<file path="src/rtl/muldiv_sequencer.sv">
// Iterative MULT/MULTU/DIV/DIVU sequencer owning HI/LO: shift-add multiply, restoring divide.
// 33 busy cycles per op (1 for divide-by-zero); stalls EX while busy and drops MT writes.
module muldiv_sequencer #(
  parameter int WIDTH = 32,
  parameter int CNT_W = 6
) (
  input  logic             i_clk,
  input  logic             i_rst_n,
  input  logic             i_start,
  input  logic [1:0]       i_op,
  input  logic [WIDTH-1:0] i_rs_data,
  input  logic [WIDTH-1:0] i_rt_data,
  input  logic             i_abort,
  input  logic             i_mf_rd,
  input  logic             i_mt_wr,
  input  logic             i_hilo_sel,
  input  logic [WIDTH-1:0] i_mt_data,
  output logic [WIDTH-1:0] o_mf_data,
  output logic [WIDTH-1:0] o_hi,
  output logic [WIDTH-1:0] o_lo,
  output logic             o_busy,
  output logic             o_done,
  output logic             o_stall
);

  typedef enum logic [1:0] {S_IDLE, S_RUN, S_FIX} state_t;

  localparam logic [CNT_W-1:0] LAST_CNT = CNT_W'(WIDTH - 1);

  state_t               r_state, w_state_nxt;
  logic [CNT_W-1:0]     r_cnt;
  logic [2*WIDTH-1:0]   r_acc;
  logic [WIDTH-1:0]     r_a;
  logic                 r_is_div, r_neg_q, r_neg_r;
  logic [WIDTH-1:0]     r_hi, r_lo;
  logic                 r_busy, r_done;

  logic                 w_accept, w_dbz, w_last;
  logic                 w_write_hilo, w_mt_en;
  logic                 w_rs_neg, w_rt_neg;
  logic [WIDTH-1:0]     w_rs_mag, w_rt_mag;
  logic [WIDTH:0]       w_mul_sum, w_div_shift;
  logic [2*WIDTH-1:0]   w_mul_acc, w_div_acc, w_prod;
  logic                 w_div_ge;
  logic [WIDTH-1:0]     w_div_sub, w_div_rem, w_quo, w_rem, w_res_hi, w_res_lo;

  assign w_accept = (r_state == S_IDLE) && i_start && !i_abort;
  assign w_dbz    = i_op[1] && (i_rt_data == '0);
  assign w_last   = (r_cnt == LAST_CNT);

  // Signed ops (op[0]==0) run on magnitudes; signs are reapplied in FIX.
  assign w_rs_neg = !i_op[0] && i_rs_data[WIDTH-1];
  assign w_rt_neg = !i_op[0] && i_rt_data[WIDTH-1];
  assign w_rs_mag = w_rs_neg ? -i_rs_data : i_rs_data;
  assign w_rt_mag = w_rt_neg ? -i_rt_data : i_rt_data;

  // Multiply: acc = {partial product, remaining multiplier bits}, shifted right each step.
  assign w_mul_sum = {1'b0, r_acc[2*WIDTH-1:WIDTH]} + (r_acc[0] ? {1'b0, r_a} : '0);
  assign w_mul_acc = {w_mul_sum, r_acc[WIDTH-1:1]};

  // Divide: acc = {remainder, dividend/quotient}, shifted left each step.
  assign w_div_shift = r_acc[2*WIDTH-1:WIDTH-1];
  assign w_div_ge    = (w_div_shift >= {1'b0, r_a});
  assign w_div_sub   = w_div_shift[WIDTH-1:0] - r_a;
  assign w_div_rem   = w_div_ge ? w_div_sub : w_div_shift[WIDTH-1:0];
  assign w_div_acc   = {w_div_rem, r_acc[WIDTH-2:0], w_div_ge};

  assign w_prod   = r_neg_q ? -r_acc : r_acc;
  assign w_quo    = r_neg_q ? -r_acc[WIDTH-1:0] : r_acc[WIDTH-1:0];
  assign w_rem    = r_neg_r ? -r_acc[2*WIDTH-1:WIDTH] : r_acc[2*WIDTH-1:WIDTH];
  assign w_res_hi = r_is_div ? w_rem : w_prod[2*WIDTH-1:WIDTH];
  assign w_res_lo = r_is_div ? w_quo : w_prod[WIDTH-1:0];

  always_ff @(posedge i_clk or negedge i_rst_n) begin
    if (!i_rst_n) r_state <= S_IDLE;
    else          r_state <= w_state_nxt;
  end

  always_comb begin
    w_state_nxt = r_state;
    case (r_state)
      S_IDLE:  if (w_accept) w_state_nxt = w_dbz ? S_FIX : S_RUN;
      S_RUN:   if (i_abort) w_state_nxt = S_IDLE;
               else if (w_last) w_state_nxt = S_FIX;
      S_FIX:   w_state_nxt = S_IDLE;
      default: w_state_nxt = S_IDLE;
    endcase
  end

  always_comb begin
    w_write_hilo = (r_state == S_FIX) && !i_abort;
    w_mt_en      = (r_state == S_IDLE) && i_mt_wr && !i_start;
    o_stall      = r_busy && (i_start || i_mf_rd || i_mt_wr);
    o_mf_data    = i_hilo_sel ? r_hi : r_lo;
  end

  always_ff @(posedge i_clk or negedge i_rst_n) begin
    if (!i_rst_n) begin
      r_cnt    <= '0;
      r_acc    <= '0;
      r_a      <= '0;
      r_is_div <= 1'b0;
      r_neg_q  <= 1'b0;
      r_neg_r  <= 1'b0;
      r_hi     <= '0;
      r_lo     <= '0;
      r_busy   <= 1'b0;
      r_done   <= 1'b0;
    end else begin
      r_done <= w_write_hilo;
      r_busy <= (w_state_nxt != S_IDLE);
      if (w_accept) begin
        r_cnt    <= '0;
        r_is_div <= i_op[1];
        if (w_dbz) begin
          r_acc   <= {i_rs_data, {WIDTH{1'b1}}};
          r_a     <= '0;
          r_neg_q <= 1'b0;
          r_neg_r <= 1'b0;
        end else if (i_op[1]) begin
          r_acc   <= {{WIDTH{1'b0}}, w_rs_mag};
          r_a     <= w_rt_mag;
          r_neg_q <= w_rs_neg ^ w_rt_neg;
          r_neg_r <= w_rs_neg;
        end else begin
          r_acc   <= {{WIDTH{1'b0}}, w_rt_mag};
          r_a     <= w_rs_mag;
          r_neg_q <= w_rs_neg ^ w_rt_neg;
          r_neg_r <= 1'b0;
        end
      end else if (r_state == S_RUN) begin
        r_cnt <= r_cnt + 1'b1;
        r_acc <= r_is_div ? w_div_acc : w_mul_acc;
      end
      if (w_write_hilo) begin
        r_hi <= w_res_hi;
        r_lo <= w_res_lo;
      end else if (w_mt_en) begin
        if (i_hilo_sel) r_hi <= i_mt_data;
        else            r_lo <= i_mt_data;
      end
    end
  end

  assign o_hi   = r_hi;
  assign o_lo   = r_lo;
  assign o_busy = r_busy;
  assign o_done = r_done;

endmodule

</file>
<file path="config.mk">
export PLATFORM = sky130hd
export DESIGN_NAME = muldiv_sequencer
export DESIGN_NICKNAME = d
export VERILOG_FILES = /design/src/rtl/muldiv_sequencer.sv
export SDC_FILE = /design/constraint.sdc
export NUM_CORES = 1
export LEC_CHECK = 0
export ABC_CLOCK_PERIOD_IN_PS = 4200
export BUFFER_PORTS_ARGS = -buffer_cell sky130_fd_sc_hd__buf_2
export CAP_MARGIN = 30
export CORE_MARGIN = 4
export CORE_UTILIZATION = 45
export DETAILED_ROUTE_END_ITERATION = 6
export GPL_TIMING_DRIVEN = 0
export PLACE_DENSITY = 0.66
export SYNTH_ARGS = -nofsm -noshare
export SYNTH_HDL_FRONTEND = slang
export SYNTH_SLANG_ARGS = --single-unit
</file>
<file path="constraint.sdc">
create_clock -name i_clk -period 4.2 [get_ports i_clk]
set_input_delay 0.42 -clock i_clk [delete_from_list [all_inputs] [get_ports i_clk]]
set_output_delay 0.42 -clock i_clk [all_outputs]
set_load 0.02 [all_outputs]
</file>
======== Word level (Yosys, flattened, before mapping) ========
Cells that the tools add are included.
storage, ports and cells
  latch bits .............................. 0
  memories kept ........................... 0
  word-level logic and storage cells ...... 80
  input port bits ......................... 105
  bits in writable memories ............... 0
  register bits ........................... 173
  bits in read-only memories .............. 0
cells by class
  eq/ne operators ......................... 4
  divide/modulo/power cells ............... 0
  bitwise operators ....................... 1
  shift operators ......................... 0
  reductions and logical operators ........ 22
  magnitude comparators ................... 1
  add/subtract/negate cells ............... 8
  multipliers ............................. 0
  multiplexer cells ....................... 33
operators by type and width
  cell                 number
  $mux 32              18
  $mux 64              5
  $neg 32->32          4
  $neg 64->64          1
  $add 32x32->33       1
  $ge 33x32->1         1
  $logic_not 32->1     1
  $sub 32x32->32       1
  $mux 6               2
  $logic_and 1x1->1    9
  $mux 2               4
  $reduce_bool 2->1    4
  $add 6x1->6 const B  1
  $eq 6x5->1 const B   1
  $pmux 2 s2           1
  $reduce_and 2->1     2
  $logic_not 1->1      3
  $mux 1               3
  $eq 2x1->1 const B   1
  $eq 2x2->1 const B   1
  $logic_not 2->1      1
  $logic_or 1x1->1     2
  $ne 2x1->1 const B   1
  $xor 1x1->1          1

======== Depth between registers and ports, before layout ========
Gate-level depths: netlist (run 1).
  depth in word-level cells ............... 6
  mapped depth ............................ 14

======== Worst setup path after synthesis (run 1) ========
OpenSTA, ideal clock, no wires.
  path kind ............................... reg2reg
  start ................................... register r_acc[0]
  end ..................................... register r_acc[60]
  path buffers ............................ 1
  data arrival time ....................... 3.195 ns
  cell stages (with the launch flop) ...... 14
  setup slack ............................. 0.879 ns
  cell sequence ........................... dfrtp_1 -> inv_1 -> clkbuf_1 -> nor2_1 -> ha_1 -> a21oi_1 -> o311ai_0 -> a221oi_1 -> o21bai_1 -> o41ai_2 -> o21ai_0 -> nand2_1 -> a21oi_1 -> o32a_1
on the way
  cells in the longest elaborated chain, start to end .. 5
ends and longest elaborated chain
  item                    RTL line  source
  from (decl)             32        logic [2*WIDTH-1:0] r_acc;
  from (signal assigned)  116       r_acc <= {i_rs_data, {WIDTH{1'b1}}};
  from (signal assigned)  121       r_acc <= {{WIDTH{1'b0}}, w_rs_mag};
  from (signal assigned)  126       r_acc <= {{WIDTH{1'b0}}, w_rt_mag};
  $mux 32                 58        assign w_mul_sum = {1'b0, r_acc[2*WIDTH-1:WIDTH]} + (r_acc[0] ? {1'b0, r_a} : '0);
  $add 32x32->33          58
  $mux 64                 133       r_acc <= r_is_div ? w_div_acc : w_mul_acc;
  $mux 64                 131       end else if (r_state == S_RUN) begin
  $mux 64                 112       if (w_accept) begin
Every way passes these cells. The select of a mux whose other input is x is not followed.
A chain may end at the register's enable or synchronous reset.

======== Final worst setup path (run 1) ========
  start ................................... register r_acc[43]
  end ..................................... register r_acc[59]
on the way
  cells in the longest elaborated chain, start to end .. 5
  elaborated cells on any way between the ends .. 7
ends and longest elaborated chain
  item                                            RTL line  source
  $sub 32x32->32 or $ge 33x32->1 (tied branches)  64, 63
  $mux 32                                         65        assign w_div_rem = w_div_ge ? w_div_sub : w_div_shift[WIDTH-1:0];
  $mux 64 *                                       133
  $mux 64 *                                       131
  $mux 64 *                                       112
Every way passes the cells marked *; elsewhere a longest branch is shown, timed or not. The select of a mux whose other input is x is not followed.

==> flow_metrics.env, run 1 <==
export IMPL_dpl_hpwl_mm=54.7
export IMPL_rsz0062_at_grt="no"
export IMPL_path_max_fanout=10
export IMPL_max_freq_ghz=0.246
export IMPL_cap_viol_max_count=0
export IMPL_grt_usage_pct=34.0
export IMPL_drt_iter0_drc=1864
export IMPL_ys_warn_count=0
export IMPL_grt_pass1_wl_mm=100
export IMPL_layout_nets=2419
export IMPL_layout_setup_ws_ps=140
export IMPL_crit_path_end_kind="flip-flop"
export IMPL_ys_seq_area_share_pct=27.1
export IMPL_hp_class="input pin to flip-flop"
export IMPL_power_density_mw_per_mm2=689
export IMPL_fin_crit_sh_pct=96.7
export IMPL_synth_edff_count=0
export IMPL_max_slew_margin_rel_pct=32.8
export IMPL_worst_setup_hold_path_clk_slew_ps=70
export IMPL_ys_flop_type="dfrtp_1"
export IMPL_p_leak_nw=7.78
export IMPL_die_y_um=197
export IMPL_critPathKind="flip-flop to flip-flop"
export IMPL_r2r_cells=12
export IMPL_drc=0
export IMPL_numCtsBuffers=17
export IMPL_drv_slew=0
export IMPL_status="complete, no violations"
export IMPL_vias=17200
export IMPL_required_ps=4550
export IMPL_synth_nets=2195
export IMPL_layout_commonest_cell="nand2_1"
export IMPL_cts_buffer_depth=2
export IMPL_wire_per_inst_um=25.3
export IMPL_slowest_delay_ps=620
export IMPL_drive_gt1_share_pct=15.1
export IMPL_start_util_pct=46.0
export IMPL_grt_pass1_vias=16200
export IMPL_setup_viol=0
export IMPL_core_area_mm2=0.0348
export IMPL_layout_cells_non_filler=2711
export IMPL_ys_async_sr_fraction_pct=100
export IMPL_syn_instance_count=2019
export IMPL_die_area_mm2=0.0386
export IMPL_fp_dieW_um=197
export IMPL_wl_mm=68.7
export IMPL_cts_root_buf="clkbuf_16"
export IMPL_pre_cts_ws_ps=-422
export IMPL_path_cells="ha_1 -> clkbuf_1 -> a21oi_1 -> o21a_1 -> nand3_1 -> o21a_1 -> o211ai_1 -> nand2_1 -> buf_2 -> mux2i_1 -> o22ai_1 -> a211o_1"
export IMPL_start_kind="flip-flop"
export IMPL_hold_violations=0
export IMPL_dp_cells=2676
export IMPL_port_buffer_count=200
export IMPL_clkLatencyLatePin_ps=460
export IMPL_arrival_ps=4410
export IMPL_grt_max_degree=92
export IMPL_clock_skew_ps=14.5
export IMPL_syn_area_per_cell_um2=7.92
export IMPL_antenna_cells=0
export IMPL_cts_tree="done"
export IMPL_syn_area_mm2=0.0160
export IMPL_cts_sinks=173
export IMPL_place_congestion=1.02
export IMPL_crit_path_top_delay_cell="dfrtp_1"
export IMPL_fin_crit_ps=4060
export IMPL_worst_slew_pin_transition_ps=1010
export IMPL_hold_depth=3
export IMPL_ys_ff_latch=173
export IMPL_num_rows=68
export IMPL_antenna_found_initial=0
export IMPL_avgViaCountPerCell=6.36
export IMPL_path_common_cell="o21a_1"
export IMPL_layout_cells_most_common_list="nand2_1 (210), buf_2 (208), o21ai_0 (198), nor2_1 (186), a21oi_1 (174)"
export IMPL_ir_worst_vdd_mv=0.361
export IMPL_h_tree_depth=4
export IMPL_synth_cell_types=86
export IMPL_ios=204
export IMPL_area_growth_synth_to_final_pct=14.1
export IMPL_gr_total_overflow=0
export IMPL_drtAntennaViolNets=0
export IMPL_drtPass1Iterations=6
==> sequential cells by signal, summed over array words and instances, names as in the netlist <==
| signal | count |
|---|---|
| o_busy | 1 |
| o_done | 1 |
| r_a | 32 |
| o_lo | 32 |
| r_acc | 64 |
| r_neg_r | 1 |
| o_hi | 32 |
| r_cnt | 6 |
| r_neg_q | 1 |
| r_state | 2 |
| r_is_div | 1 |
==> critical path: cells and delay by family (launching register included) <==
family	cells	cell delay, ps
muxes	1	230
buffers and inverters	2	590
DFF	1	620
adders and majority gates	1	310
AOI/OAI and AO/OA	6	1640
and+or+nand+nor	2	540
==> through the flow <==
step / utilization (%) / hold WS (ps) / instance area, um2 / setup TNS (ps) / total power, mW
2_1_floorplan: - / 124 / 16000 / 0 / 8.17
3_3_place_gp: 50.5 / 466 / 17600 / -36700 / 10.6
3_5_place_dp: 50.6 / 469 / 17600 / -1590 / 10.6
4_1_cts: 52.4 / 250 / 18200 / -54.6 / 12.3
5_1_grt: 52.4 / 277 / 18300 / 0 / 13.3
6_report: 52.4 / 251 / 18300 / 0 / 12.6
==> final cells by class <==
cell class              instances  area (um2)
plain buffers                 132         583
multi-input cells            1653       10900
fillers                      3354       16500
flip-flops and latches        173        4330
repair buffers                205        1070
clock inverters                12         125
clock buffers                  20         457
inverters                      61         229
well taps                     455         569
==> worst paths after layout <==
check | slack (ps) | startpoint | end
worst max-delay path | 140 | r_acc[43]$_DFFE_PN0P_ | r_acc[59]$_DFFE_PN0P_
worst min-delay path | 250 | i_rs_data[23] | r_acc[55]$_DFFE_PN0P_
worst max register to register | 140 | r_acc[43]$_DFFE_PN0P_ | r_acc[59]$_DFFE_PN0P_
worst min register to register | 480 | r_a[19]$_DFFE_PN0P_ | r_a[19]$_DFFE_PN0P_
max in group asynchronous | 2760 | i_rst_n | r_a[29]$_DFFE_PN0P_
min in group asynchronous | 530 | i_rst_n | o_hi[2]$_DFFE_PN0P_
==> cells in the mapped netlist (4+ instances only) <==
cell type / count / area, um2
a211o_1: 4 / 35.0
a211oi_1: 24 / 180
a21o_1: 30 / 225
a21oi_1: 175 / 876
a221oi_1: 9 / 78.8
a22oi_1: 12 / 90.1
a31oi_1: 23 / 144
a32oi_1: 4 / 35.0
a41oi_1: 4 / 35.0
and2_1: 8 / 50.1
and3_1: 9 / 56.3
and4_1: 5 / 43.8
buf_1: 30 / 113
buf_2: 9 / 45.0
buf_4: 4 / 30.0
clkbuf_1: 82 / 308
dfrtp_1: 173 / 4330
ha_1: 69 / 863
inv_1: 60 / 225
mux2_2: 53 / 597
mux2i_1: 101 / 1010
nand2_1: 210 / 788
nand2b_1: 13 / 81.3
nand3_1: 45 / 225
nand4_1: 25 / 156
nor2_1: 186 / 698
nor2b_1: 11 / 68.8
nor3_1: 41 / 205
nor4_1: 13 / 81.3
nor4b_1: 6 / 52.6
o211ai_1: 22 / 165
o21a_1: 10 / 75.1
o21ai_0: 199 / 996
o21bai_1: 10 / 75.1
o221ai_1: 20 / 175
o22ai_1: 12 / 75.1
o31ai_1: 24 / 180
o41ai_1: 10 / 87.6
or2_2: 6 / 37.5
or3_1: 14 / 87.6
or4_1: 11 / 82.6
xnor2_1: 115 / 1010
xor2_1: 60 / 526
==> per-layer routing <==
metal | track usage (%) | vias up | routed length, um
li1 | - | 7799 | -
met1 | 43.6 | 8306 | 27300
met2 | 55.0 | 954 | 31300
met3 | 6.56 | 184 | 6410
met4 | 16.6 | 0 | 3750
met5 | 0 | - | 0
==> repair_timing <==
action / in CTS / in global routing
endpoints found under the setup margin: 9 / 23
hold buffers: 1 / 0
resized for setup: 4 / 6
hold endpoints to repair: 13 / 0
pin swaps: 0 / 2
setup buffers: 0 / 2
==> power breakdown <==
part | switching [mW] | total, mW | internal [mW] | leakage, nW
registers | 0.926 | 3.09 | 2.16 | 2.10
logic | 4.84 | 7.83 | 2.99 | 5.39
clock network | 0.789 | 1.66 | 0.867 | 0.282
total | 6.56 | 12.6 | 6.02 | 7.78
==> cells by family (layout without fill, tap and decap cells) <==
group                      after synthesis  after routing  synth area share (%)
adders and majority gates               71             71                  5.65
and+or+nand+nor                        628            628                  18.6
AOI/OAI and AO/OA                      625            625                  24.0
muxes                                  154            154                  10.1
buffers and inverters                  193            430                  5.05
DFF                                    173            173                  27.1
xor gates and xnor gates               175            175                  9.59
No activity file was read; power rests on OpenSTA's default activity.
==> inputs of run 2 (changes only) <==
--- a/config.mk
+++ b/config.mk
@@ -6,9 +6,8 @@
 export NUM_CORES = 1
 export LEC_CHECK = 0
 export ABC_CLOCK_PERIOD_IN_PS = 4200
-export BUFFER_PORTS_ARGS = -buffer_cell sky130_fd_sc_hd__buf_2
+export BUFFER_PORTS_ARGS = -buffer_cell sky130_fd_sc_hd__clkbuf_2
 export CAP_MARGIN = 30
-export CORE_MARGIN = 4
 export CORE_UTILIZATION = 45
 export DETAILED_ROUTE_END_ITERATION = 6
 export GPL_TIMING_DRIVEN = 0
==> run 2 against run 1 <==
Against the previous run:
- setup slack better by 73 ps
- critical path type unchanged
- first-iteration DRC count fell by 12%
- final area hardly changed
- count of clock-buffer cells in the layout is 1 lower
- flip-flop and latch count unchanged
- die area is 6.0% lower
- largest power group unchanged
==> flow_metrics.env, run 2 (synthesis results as in run 1) <==
export IMPL_r2r_cells=12
export IMPL_clkLatencyLatePin_ps=480
export IMPL_rsz0062_at_grt="no"
export IMPL_power_density_mw_per_mm2=695
export IMPL_die_area_mm2=0.0363
export IMPL_gr_total_overflow=0
export IMPL_dp_cells=2678
export IMPL_dpl_hpwl_mm=56.8
export IMPL_r2r_start="r_acc[49]$_DFFE_PN0P_"
export IMPL_grt_max_degree=93
export IMPL_largest_register_ffs=64
export IMPL_drtPass1Iterations=6
export IMPL_drv_slew=0
export IMPL_core_area_mm2=0.0347
export IMPL_critPathKind="flip-flop to flip-flop"
export IMPL_p_leak_nw=7.81
export IMPL_worst_path_buf_inv=3
export IMPL_start_util_pct=46.1
export IMPL_crit_family="compound AO/OA/AOI/OAI gates"
export IMPL_crit_path_top_delay_cell="dfrtp_2"
export IMPL_drc=0
export IMPL_layout_commonest_cell="nand2_1"
export IMPL_ios=204
export IMPL_cts_tree="done"
export IMPL_drt_iter0_drc=1640
export IMPL_reg2reg_to="r_acc[44]$_DFFE_PN0P_"
export IMPL_fp_dieW_um=191
export IMPL_crit_path_end_kind="flip-flop"
export IMPL_crit_start="r_acc[49]$_DFFE_PN0P_"
export IMPL_clock_skew_ps=12.7
export IMPL_wl_mm=70.7
export IMPL_fin_crit_sh_pct=94.9
export IMPL_drtAntennaViolNets=0
export IMPL_critPathCapture="r_acc[44]$_DFFE_PN0P_"
export IMPL_worst_setup_hold_path_clk_slew_ps=80
export IMPL_path_depth=12
export IMPL_cap_viol_max_count=0
export IMPL_avgViaCountPerCell=6.34
export IMPL_path_common_cell="buf_2"
export IMPL_path_cells="ha_1 -> clkbuf_1 -> a211oi_1 -> o211ai_1 -> a221o_1 -> a21oi_2 -> and2_1 -> buf_2 -> buf_2 -> nor2_1 -> a21oi_1 -> o21ai_0"
export IMPL_start_kind="flip-flop"
export IMPL_h_tree_depth=4
export IMPL_layout_cells_non_filler=2714
export IMPL_setup_viol=0
export IMPL_antenna_found_initial=2
export IMPL_fin_crit_ps=3990
export IMPL_drive_gt1_share_pct=15.4
export IMPL_cts_buffer_depth=2
export IMPL_numCtsBuffers=17
export IMPL_ir_worst_vdd_mv=0.446
export IMPL_num_rows=68
export IMPL_port_buffer_count=200
export IMPL_layout_cells_most_common_list="nand2_1 (209), clkbuf_2 (204), o21ai_0 (198), nor2_1 (186), a21oi_1 (174)"
export IMPL_slowest_delay_ps=530
export IMPL_antenna_cells=0
export IMPL_cts_root_buf="clkbuf_16"
export IMPL_hold_violations=0
export IMPL_die_y_um=191
export IMPL_pre_cts_ws_ps=-211
export IMPL_regToRegSetupSlack_ps=210
export IMPL_layout_setup_ws_ps=213
export IMPL_vias=17200
export IMPL_arrival_ps=4320
export IMPL_worst_slew_pin_transition_ps=1040
export IMPL_max_slew_margin_rel_pct=30.3
export IMPL_cts_hold_fix_buffers=0
export IMPL_grt_pass1_wl_mm=104
export IMPL_layout_nets=2422
export IMPL_max_freq_ghz=0.251
export IMPL_path_max_fanout=10
export IMPL_status="complete, no violations"
export IMPL_cts_sinks=173
export IMPL_place_congestion=1.01
export IMPL_required_ps=4530
export IMPL_hp_class="input pin to asynchronous set/reset pin"
export IMPL_grt_pass1_vias=16200
export IMPL_regMostFlops="r_acc"
export IMPL_wire_per_inst_um=26.0
export IMPL_area_growth_synth_to_final_pct=14.1
export IMPL_grt_usage_pct=38.9
-- run 2: how the worst min path moves through the flow --
| stage | endpoint | cells after the start | start | slack [ps] |
|---|---|---|---|---|
| 4_1_cts | o_hi[9]$_DFFE_PN0P_ | 1 | i_rst_n | 60 |
| 2_1_floorplan | o_busy$_DFF_PN0_ | 0 | i_rst_n | 120 |
| 3_3_place_gp | r_a[4]$_DFFE_PN0P_ | 2 | r_a[4]$_DFFE_PN0P_ | 470 |
| 6_report | o_hi[5]$_DFFE_PN0P_ | 1 | i_rst_n | 40 |
| 5_1_grt | o_hi[5]$_DFFE_PN0P_ | 1 | i_rst_n | 100 |
| 3_5_place_dp | r_a[7]$_DFFE_PN0P_ | 2 | r_a[7]$_DFFE_PN0P_ | 480 |
-- run 2: report_power, final --
| group | internal (mW) | leakage, nW | switching (mW) |
|---|---|---|---|
| Clock | 0.786 | 0.269 | 0.839 |
| Sequential | 2.16 | 2.10 | 0.951 |
| Combinational | 2.99 | 5.44 | 4.95 |
-- run 2: final cells by class --
type	instances	area, um2
fillers	3465	16500
multi-input cells	1653	10900
flip-flops and latches	173	4330
repair buffers	208	1090
plain buffers	132	584
well taps	455	569
clock buffers	19	433
inverters	61	229
clock inverters	13	125
-- run 2: metrics by stage --
stage | utilization [%] | hold WS (ps) | power [mW] | setup TNS, ps | area, um2
global route | 52.6 | 101 | 13.4 | 0 | 18300
global placement | 50.6 | 469 | 10.7 | -134660 | 17600
floorplan | - | 124 | 8.17 | 0 | 16000
CTS | 52.4 | 63.2 | 12.4 | 0 | 18200
finish | 52.6 | 43.9 | 12.7 | 0 | 18300
detailed placement | 50.8 | 477 | 10.8 | -807 | 17600
-- run 2: per-layer routing --
layer / vias to the layer above / global-route usage (%) / part of all wire (%)
met2: 900 / 62.6 / 45
met4: 2 / 22.9 / 6.3
li1: 7809 / - / -
met1: 8289 / 49.5 / 41
met5: - / 0 / 0.013
met3: 196 / 5.78 / 7.8
-- run 2: what timing repair did --
action	4_1_cts	5_1_grt
resized for setup	4	9
pin swaps	0	2
gates cloned	0	0
buffers inserted	0	3
endpoints found under the hold margin	0	0
endpoints found under the setup margin	10	27
